[config.mk]
export PLATFORM = sky130hd
export DESIGN_NAME = alu_mul_seq_flat
export DESIGN_NICKNAME = d
export VERILOG_FILES = /design/src/rtl/alu_mul_seq_if.sv /design/src/rtl/alu_mul_seq.sv /design/src/flat_wrapper.sv
export SDC_FILE = /design/constraint.sdc
export NUM_CORES = 1
export LEC_CHECK = 0
export ABC_AREA = 1
export CAP_MARGIN = 20
export CORE_MARGIN = 5
export CORE_UTILIZATION = 43
export DETAILED_ROUTE_END_ITERATION = 10
export GPL_TIMING_DRIVEN = 0
export PLACE_DENSITY = 0.78
export RECOVER_POWER = 50
export SYNTH_ARGS = -nofsm -noshare
export SYNTH_HDL_FRONTEND = slang
export SYNTH_SLANG_ARGS = --single-unit
[constraint.sdc]
create_clock -name clk -period 1.4 [get_ports clk]
set_input_delay 0.42 -clock clk [delete_from_list [all_inputs] [get_ports clk]]
set_output_delay 0.42 -clock clk [all_outputs]
set_load 0.005 [all_outputs]
[src/rtl/alu_mul_seq_if.sv]
// Bus between the shift-add multiply sequencer and its neighbours.
// Carries the CPU-side request/result handshake and the ALU borrow lines.
//   start/mcand/mplr                 : request from the control unit
//   busy/done/prod_hi/prod_lo/prod_z : status and product back to it
//   seq_active/seq_alu_*/seq_cin     : sequencer drive into the ALU datapath mux
//   alu_out/alu_c                    : combinational ALU result and carry
// slave  = sequencer side, master = control unit / ALU side.
interface alu_mul_seq_if;
  logic        start;
  logic [15:0] mcand;
  logic [15:0] mplr;
  logic        busy;
  logic        done;
  logic [15:0] prod_hi;
  logic [15:0] prod_lo;
  logic        prod_z;
  logic        seq_active;
  logic [15:0] seq_alu_a;
  logic [15:0] seq_alu_b;
  logic [2:0]  seq_alu_func;
  logic        seq_cin;
  logic [15:0] alu_out;
  logic        alu_c;

  modport slave (
    input  start, mcand, mplr, alu_out, alu_c,
    output busy, done, prod_hi, prod_lo, prod_z,
           seq_active, seq_alu_a, seq_alu_b, seq_alu_func, seq_cin
  );

  modport master (
    output start, mcand, mplr, alu_out, alu_c,
    input  busy, done, prod_hi, prod_lo, prod_z,
           seq_active, seq_alu_a, seq_alu_b, seq_alu_func, seq_cin
  );
endinterface

[src/rtl/alu_mul_seq.sv]
// 16x16 unsigned shift-add multiplier that borrows the shared 16-bit ALU.
// Each of ITER iterations is an ADD cycle (hi += lo[0] ? mcand : 0) followed
// by a SHIFT cycle (the {cy,hi,lo} triple moves right one bit), so the
// latency is always 2*ITER cycles plus one DONE cycle.
// Ports:
//   clk   : rising-edge clock
//   reset : asynchronous, active-low
//   bus   : alu_mul_seq_if.slave (request, product, ALU drive/return)
// All outputs are registered; ALU operands for the next state are computed
// on the transition into it so they line up with the state register.
module alu_mul_seq #(
  parameter int ITER = 16
) (
  input logic         clk,
  input logic         reset,
  alu_mul_seq_if.slave bus
);
  localparam int W  = 16;
  localparam int CW = $clog2(ITER);

  localparam logic [2:0] F_ADD = 3'b000;
  localparam logic [2:0] F_SHR = 3'b110;

  typedef enum logic [1:0] {S_IDLE, S_ADD, S_SHIFT, S_DONE} state_t;

  state_t         state;
  logic [W-1:0]   mcand_r, hi, lo;
  logic           cy;
  logic [CW-1:0]  cnt;
  logic           busy_r, done_r, prod_z_r, active_r;
  logic [W-1:0]   alu_a_r, alu_b_r;
  logic [2:0]     alu_func_r;

  // Results of the current SHIFT cycle; reused for the next ADD operands
  // and for the zero flag on the way into DONE.
  logic [W-1:0]   hi_shr, lo_shr;
  assign hi_shr = {cy, bus.alu_out[W-2:0]};
  assign lo_shr = {bus.alu_c, lo[W-1:1]};

  always_ff @(posedge clk or negedge reset) begin
    if (!reset) begin
      state      <= S_IDLE;
      mcand_r    <= '0;
      hi         <= '0;
      lo         <= '0;
      cy         <= 1'b0;
      cnt        <= '0;
      busy_r     <= 1'b0;
      done_r     <= 1'b0;
      prod_z_r   <= 1'b0;
      active_r   <= 1'b0;
      alu_a_r    <= '0;
      alu_b_r    <= '0;
      alu_func_r <= '0;
    end else begin
      case (state)
        S_IDLE: begin
          if (bus.start) begin
            mcand_r    <= bus.mcand;
            lo         <= bus.mplr;
            hi         <= '0;
            cy         <= 1'b0;
            cnt        <= '0;
            busy_r     <= 1'b1;
            active_r   <= 1'b1;
            alu_func_r <= F_ADD;
            alu_a_r    <= bus.mplr[0] ? bus.mcand : '0;
            alu_b_r    <= '0;
            state      <= S_ADD;
          end
        end
        S_ADD: begin
          hi         <= bus.alu_out;
          cy         <= bus.alu_c;
          alu_func_r <= F_SHR;
          alu_a_r    <= '0;
          alu_b_r    <= bus.alu_out;
          state      <= S_SHIFT;
        end
        S_SHIFT: begin
          // ALU shifts hi right; its carry is the bit falling into lo[15],
          // while the saved add carry refills hi[15].
          hi  <= hi_shr;
          lo  <= lo_shr;
          cy  <= 1'b0;
          cnt <= cnt + 1'b1;
          if (cnt == CW'(ITER - 1)) begin
            done_r     <= 1'b1;
            active_r   <= 1'b0;
            prod_z_r   <= ({hi_shr, lo_shr} == '0);
            alu_func_r <= '0;
            alu_a_r    <= '0;
            alu_b_r    <= '0;
            state      <= S_DONE;
          end else begin
            // lo[1] becomes the next lo[0] after this shift.
            alu_func_r <= F_ADD;
            alu_a_r    <= lo[1] ? mcand_r : '0;
            alu_b_r    <= hi_shr;
            state      <= S_ADD;
          end
        end
        S_DONE: begin
          done_r <= 1'b0;
          busy_r <= 1'b0;
          state  <= S_IDLE;
        end
        default: state <= S_IDLE;
      endcase
    end
  end

  assign bus.busy         = busy_r;
  assign bus.done         = done_r;
  assign bus.prod_hi      = hi;
  assign bus.prod_lo      = lo;
  assign bus.prod_z       = prod_z_r;
  assign bus.seq_active   = active_r;
  assign bus.seq_alu_a    = alu_a_r;
  assign bus.seq_alu_b    = alu_b_r;
  assign bus.seq_alu_func = alu_func_r;
  assign bus.seq_cin      = 1'b0;
endmodule

[src/flat_wrapper.sv]
// flat-port wrapper written by rule: the top's interface ports become plain ports
module alu_mul_seq_flat 
#(
  parameter int ITER = 16
)
  (clk, reset, bus_start, bus_mcand, bus_mplr, bus_alu_out, bus_alu_c, bus_busy, bus_done, bus_prod_hi, bus_prod_lo, bus_prod_z, bus_seq_active, bus_seq_alu_a, bus_seq_alu_b, bus_seq_alu_func, bus_seq_cin);
  alu_mul_seq_if bus_i ();
  input logic clk;
  input logic reset;
  input wire logic [$bits(bus_i.start)-1:0] bus_start;
  input wire logic [$bits(bus_i.mcand)-1:0] bus_mcand;
  input wire logic [$bits(bus_i.mplr)-1:0] bus_mplr;
  input wire logic [$bits(bus_i.alu_out)-1:0] bus_alu_out;
  input wire logic [$bits(bus_i.alu_c)-1:0] bus_alu_c;
  output wire logic [$bits(bus_i.busy)-1:0] bus_busy;
  output wire logic [$bits(bus_i.done)-1:0] bus_done;
  output wire logic [$bits(bus_i.prod_hi)-1:0] bus_prod_hi;
  output wire logic [$bits(bus_i.prod_lo)-1:0] bus_prod_lo;
  output wire logic [$bits(bus_i.prod_z)-1:0] bus_prod_z;
  output wire logic [$bits(bus_i.seq_active)-1:0] bus_seq_active;
  output wire logic [$bits(bus_i.seq_alu_a)-1:0] bus_seq_alu_a;
  output wire logic [$bits(bus_i.seq_alu_b)-1:0] bus_seq_alu_b;
  output wire logic [$bits(bus_i.seq_alu_func)-1:0] bus_seq_alu_func;
  output wire logic [$bits(bus_i.seq_cin)-1:0] bus_seq_cin;
  assign bus_i.start = bus_start;
  assign bus_i.mcand = bus_mcand;
  assign bus_i.mplr = bus_mplr;
  assign bus_i.alu_out = bus_alu_out;
  assign bus_i.alu_c = bus_alu_c;
  assign bus_busy = bus_i.busy;
  assign bus_done = bus_i.done;
  assign bus_prod_hi = bus_i.prod_hi;
  assign bus_prod_lo = bus_i.prod_lo;
  assign bus_prod_z = bus_i.prod_z;
  assign bus_seq_active = bus_i.seq_active;
  assign bus_seq_alu_a = bus_i.seq_alu_a;
  assign bus_seq_alu_b = bus_i.seq_alu_b;
  assign bus_seq_alu_func = bus_i.seq_alu_func;
  assign bus_seq_cin = bus_i.seq_cin;
  alu_mul_seq #(.ITER(ITER)) u_core (.clk(clk), .reset(reset), .bus(bus_i));
endmodule
==> impl_metrics.toml, run 1 <==
[run_status]
outcome = "finished, violations left"
violations = "setup timing"

[timing]
post-route-period-util = 1.18
worst_pin_slew_ns = 1.18
hold_viol_final = 0
setup_ws_ns = -0.258
slew_headroom = 0.214
fmax_mhz = 603
rsz0062_at_grt = "true"
setup_violations = 86
fin_skew_ns = 0.0134
slew_viol_final = 0
min_period_ns = 1.66

[cells_and_area]
areaGrowthSynthToFinish_pct = 66.1
final_util = 0.727
nets = 784
drive_above_1_share = 0.373
num_antenna_cells = 0
stdcell_count = 864
final.fill_count = 666

[global_route]
grt_usage = 0.221
grt_pass1_vias = 4192
grt_overflow_total = 0
grt_pass1_wl_microns = 20900
grt_start_max_net_pins = 48
antenna_found_initial = 0

[synthesis]
ys_seq_area_frac = 0.541
synth_top_area_frac = 0.541
yosysWarnings = 0
synth-seq-cells = 92
yosys-top-cells-area = "dfrtp_1 (54%), nand2_1 (14%), a21oi_1 (6.1%)"
yosysMostFrequentCell = "nand2_1"
yosys.area.top_type = "dfrtp_1"
async_flop_share = 1.00
synth_ff_type = "dfrtp_1"
avgSynthCellArea_sq_um = 8.38
netlist_area_sq_um = 4260
synth_edf_count = 0
netlist_top_cells_count = "nand2_1 (157), dfrtp_1 (92), a21oi_1 (52), nor2_1 (48), inv_1 (22)"
ys_types = 28
syn-instance-count = 508

[clocking]
cts_buffers = 9
cts.clk_slew.worst_paths_ns = 0.09
cts_tree = "built"
clk_latency_ns = 0.36
root_buffer = "clkbuf_8"
holdBufCountCts = 0
cts.htree.levels = 3
cts_sinks = 92
cts.path.max_buffers = 2

[critical_path]
critical_path_required_ns = 1.65
critPathLaunchType = "register"
arrival_ns = 1.91
crit_type = "reg2reg"
rr_startpoint = "u_core.state[0]"
end_kind = "register"
startpoint = "u_core.state[0]"
crit_fanout = 6

[route]
dr.first_iter.drc_count = 292
avgRoutedWirePerCell_microns = 17.9
first_pass_iters = 5
drc = 0
vias = 4634
ant_nets = 0
finalWirelength_microns = 15500
viasPerCell = 5.36

[floorplanning]
core_sq_um = 9730
num_rows = 36
start_util = 0.438
dieArea_sq_um = 12000
chipWidth_microns = 110
die_h_microns = 110
io_pins = 124

[placement]
port_buffers = 121
placed_cells = 764
dp_hpwl_microns = 8950
gp_congestion = 0.812

[power]
p_leak_nw = 3.52
power_density_nw_per_um2 = 2490
vdd_drop_max_mv = 1.06

[worst_hold_path]
hp-class = "in2async"

[run]
max_cap_violations = 0
## worst paths after layout
path | to | slack [ns] | depth (start not counted)
min in group clk | u_core.mcand_r[2] | 0.49 | 2
hold / removal | u_core.mcand_r[10] | 0.29 | 1
hold reg to reg | u_core.mcand_r[2] | 0.49 | 2
max in group asynchronous | u_core.bus.prod_lo[1] | 0.17 | 2
setup / recovery | u_core.bus.seq_alu_a[9] | -0.26 | 11
setup reg to reg | u_core.bus.seq_alu_a[9] | -0.26 | 11
## cells by family (layout without fill, tap and decap cells)
family	after synthesis	in the layout	share of synthesized area
flops	92	92	0.541
compound gates	116	116	0.154
fa+ha+maj	5	5	0.0147
simple gates	234	234	0.225
other cells	1	2	0.000881
buf+inv	60	282	0.0655
## through the flow
step	setup slack [ns]	instance area, sq um	hold WS [ns]	total power, W	setup TNS [ns]
after floorplan	0.00277	4310	0.124	0.00829	0
after global placement	-3.40	5690	0.461	0.0114	-345.11
after detailed placement	-0.559	5710	0.465	0.0117	-38.67
after CTS	-0.143	6430	0.0888	0.0149	-7.13
after global routing	-0.330	7070	0.381	0.0185	-19.64
final	-0.258	7070	0.288	0.0176	-12.44
## power breakdown
group | switching, W | internal, W | leakage [nW]
logic | 0.00547 | 0.00540 | 2.25
clock network | 0.000941 | 0.000999 | 0.0956
registers | 0.000856 | 0.00393 | 1.18
total | 0.00726 | 0.0103 | 3.52
## cells in the final DEF (no fill, tap or decap), types with 16 or more instances in the layout
cell type        instances
clkdlybuf4s50_1         50
nand2_1                126
inv_1                   18
dfrtp_1                 91
a21oi_1                 40
clkdlybuf4s15_1         25
nand2_4                 17
buf_4                   76
buf_2                   20
nor2_1                  33
nand4_1                 16
clkbuf_2                33
## metal layers
layer  up-vias  wire length, microns  global-route usage
li1       2098                     -                   -
met1      2245                  5980               0.296
met2       246                  7890               0.377
met3        45                  1180              0.0317
met4         0                   456              0.0570
met5         -                     0                   0
## area by class of cell
cell class / count / area, sq um / area share
sequential: 92 / 2300 / 0.326
multi-input combinational: 357 / 2130 / 0.301
timing repair buffer: 209 / 1820 / 0.258
buffer: 29 / 299 / 0.0423
tap: 133 / 166 / 0.0235
inverter: 28 / 135 / 0.0191
clock buffer: 11 / 131 / 0.0186
clock inverter: 4 / 75.1 / 0.0106
timing repair inverter: 1 / 11.3 / 0.00159
## repair_timing
item / 4_1_cts / 5_1_grt
gates resized for setup: 244 / 152
setup endpoints to repair: 159 / 120
setup buffers: 48 / 32
pin swaps: 16 / 18
cloned: 3 / 6
## flip-flops by register name, indices dropped and copies added (netlist names), 2 cells and up
register,count
u_core.state,2
u_core.bus.seq_alu_b,16
u_core.bus.seq_alu_a,16
u_core.bus.prod_lo,16
u_core.mcand_r,16
u_core.bus.prod_hi,16
u_core.cnt,4
## critical path: stages, from the launching register on
cell       delay (ns)
dfrtp_1          0.42
inv_2            0.14
ha_4             0.18
inv_4            0.04
nor2_4           0.11
inv_4            0.06
nand2_8          0.10
buf_12           0.13
clkinv_8         0.06
clkbuf_16        0.17
nor2_4           0.09
a21oi_2          0.04
(Power assumes the default switching activity.)
==> run 2: changes to the inputs <==
==> constraint.sdc (replaced) <==
create_clock -name clk -period 1.4 [get_ports clk]
set_input_delay 0.42 -clock clk [delete_from_list [all_inputs] [get_ports clk]]
set_output_delay 0.42 -clock clk [all_outputs]
set_load 0.01 [all_outputs]
==> run 2 against run 1 <==
Net effect:
- count of clock-buffer cells in the layout stayed put
- sequential share of layout area increased by 1.3 points
- combinational power decreased by 4%
- largest power group unchanged
- register-to-register slack hardly changed
- largest cell class unchanged
- highest routed layer unchanged
- non-clock buffer count fell by 9
- the run still ends with setup timing left
==> impl_metrics.toml, run 2 (same netlist as run 1, synthesis figures left out) <==
[clocking]
cts_tree = "built"
cts_buffers = 9
cts.path.max_buffers = 2
cts.htree.levels = 3
root_buffer = "clkbuf_8"
clk_latency_ns = 0.36
cts.clk_slew.worst_paths_ns = 0.09
cts_sinks = 92

[route]
first_pass_iters = 5
ant_nets = 0
dr.first_iter.drc_count = 285
viasPerCell = 5.30
vias = 4529
drc = 0
finalWirelength_microns = 14800
avgRoutedWirePerCell_microns = 17.3

[critical_path]
end_kind = "register"
critical_path_required_ns = 1.64
max_stage_delay_ns = 0.43
rr_startpoint = "u_core.state[1]"
cp_slowest_cell = "dfrtp_1"
crit_fanout = 6
cp_cell_sequence = "inv_2, ha_4, inv_4, nor2_4, inv_4, nand2_8, buf_12, clkinv_8, clkbuf_16, nor2_4, a21oi_1"
critPathLaunchType = "register"
crit_type = "reg2reg"
arrival_ns = 1.90
startpoint = "u_core.state[1]"

[timing]
setup_ws_ns = -0.265
rsz0062_at_grt = "true"
slew_headroom = 0.175
post-route-period-util = 1.19
slew_viol_final = 0
setup_violations = 85
setup_tns_ns = -13.93
worst_pin_slew_ns = 1.24
fmax_mhz = 600
fin_skew_ns = 0.0137
hold_viol_final = 0
min_period_ns = 1.67

[floorplanning]
num_rows = 36
dieArea_sq_um = 12000
core_sq_um = 9730
die_h_microns = 110
start_util = 0.438
chipWidth_microns = 110
io_pins = 124

[power]
vdd_drop_max_mv = 0.940
p_switching_w = 0.00728
p_clk_frac = 0.113
power_frac_comb = 0.610
seqPwrFrac = 0.277
swShare = 0.424
p_leak_nw = 3.40
total_power_w = 0.0172
intPower_w = 0.00990
power_density_nw_per_um2 = 2520

[global_route]
antenna_found_initial = 0
grt_overflow_total = 0
grt_pass1_wl_microns = 20500
grt_pass1_vias = 4105
grt_start_max_net_pins = 48
grt_usage = 0.217

[placement]
post-place-ws_ns = -0.559
placed_cells = 764
gp_congestion = 0.812
port_buffers = 121
dp_hpwl_microns = 8950

[cells_and_area]
stdcell_count = 854
final.fill_count = 722
areaGrowthSynthToFinish_pct = 59.9
drive_above_1_share = 0.394
final_util = 0.700
nets = 774
layout_common_cells = "nand2_1 (128), dfrtp_1 (91), buf_2 (67), buf_4 (67), clkdlybuf4s50_1 (50)"
layout_commonest_cell = "nand2_1"
num_antenna_cells = 0

[run]
max_cap_violations = 0

[run_status]
outcome = "finished, violations left"
violations = "setup timing"

[worst_hold_path]
hp-class = "in2async"
==> run 2: changes by cell type in the layout (fill, tap and decap cells not counted), sizes merged <==
cell,change
clkbuf,-26
inv,-3
clkdlybuf4s15,-22
clkinv,+2
buf,+39
==> run 2: path summary, 6_finish.rpt <==
check | to | slack, ns | cells after the start
worst min-delay path | u_core.mcand_r[10] | 0.32 | 1
min in group clk | u_core.bus.prod_hi[2] | 0.49 | 2
worst max-delay path | u_core.bus.seq_alu_a[11] | -0.27 | 11
max in group asynchronous | u_core.bus.prod_lo[1] | 0.25 | 2
worst max register to register | u_core.bus.seq_alu_a[11] | -0.27 | 11
worst min register to register | u_core.bus.prod_hi[2] | 0.49 | 2
==> run 2: through the flow <==
step           area, sq um  hold slack, ns
6_report              6810           0.317
5_1_grt               6810           0.413
4_1_cts               6230          0.0888
3_5_place_dp          5710           0.465
3_3_place_gp          5690           0.461
2_1_floorplan         4310           0.124
==> run 2: cell type report <==
type                    count  area, sq um  share of cell area
clock buffers              11          131              0.0193
repair buffers            201         1650               0.243
multi-input cells         357         2070               0.304
plain buffers              28          275              0.0404
well taps                 133          166              0.0244
inverters                  28          139              0.0204
clock inverters             4         75.1              0.0110
flip-flops and latches     92         2300               0.338
==> run 2: metal layers <==
metal,wire length (microns),share of wire,global-route usage,vias up
met1,5860,0.40,0.292,2203
li1,-,-,-,2091
met5,0,0,0,-
met2,7560,0.51,0.366,210
met3,1100,0.074,0.0323,25
met4,250,0.017,0.0579,0
==> run 2: what timing repair did <==
action                                  CTS  global route
resized for setup                       324           132
gates cloned                              3             3
hold buffers                              0             0
setup buffers                            39            36
pin swaps                                16            18
endpoints found under the setup margin  159           108
==> run 2: worst max-delay path, delay by kind of cell (launching register included) <==
family / cells / cell delay, ns
AO/OA/AOI/OAI: 1 / 0.04
buffers and inverters: 6 / 0.55
adder cells (fa/ha/maj): 1 / 0.18
flip-flops: 1 / 0.43
AND/OR/NAND/NOR: 3 / 0.33
==> run 2: power by group through the flow <==
stage          registers (W)  logic [W]  clock network (W)
2_1_floorplan        0.00508    0.00358                  0
3_3_place_gp         0.00473    0.00705                  0
3_5_place_dp         0.00480    0.00726                  0
4_1_cts              0.00466    0.00835            0.00195
5_1_grt              0.00488     0.0112            0.00203
6_report             0.00476     0.0105            0.00194
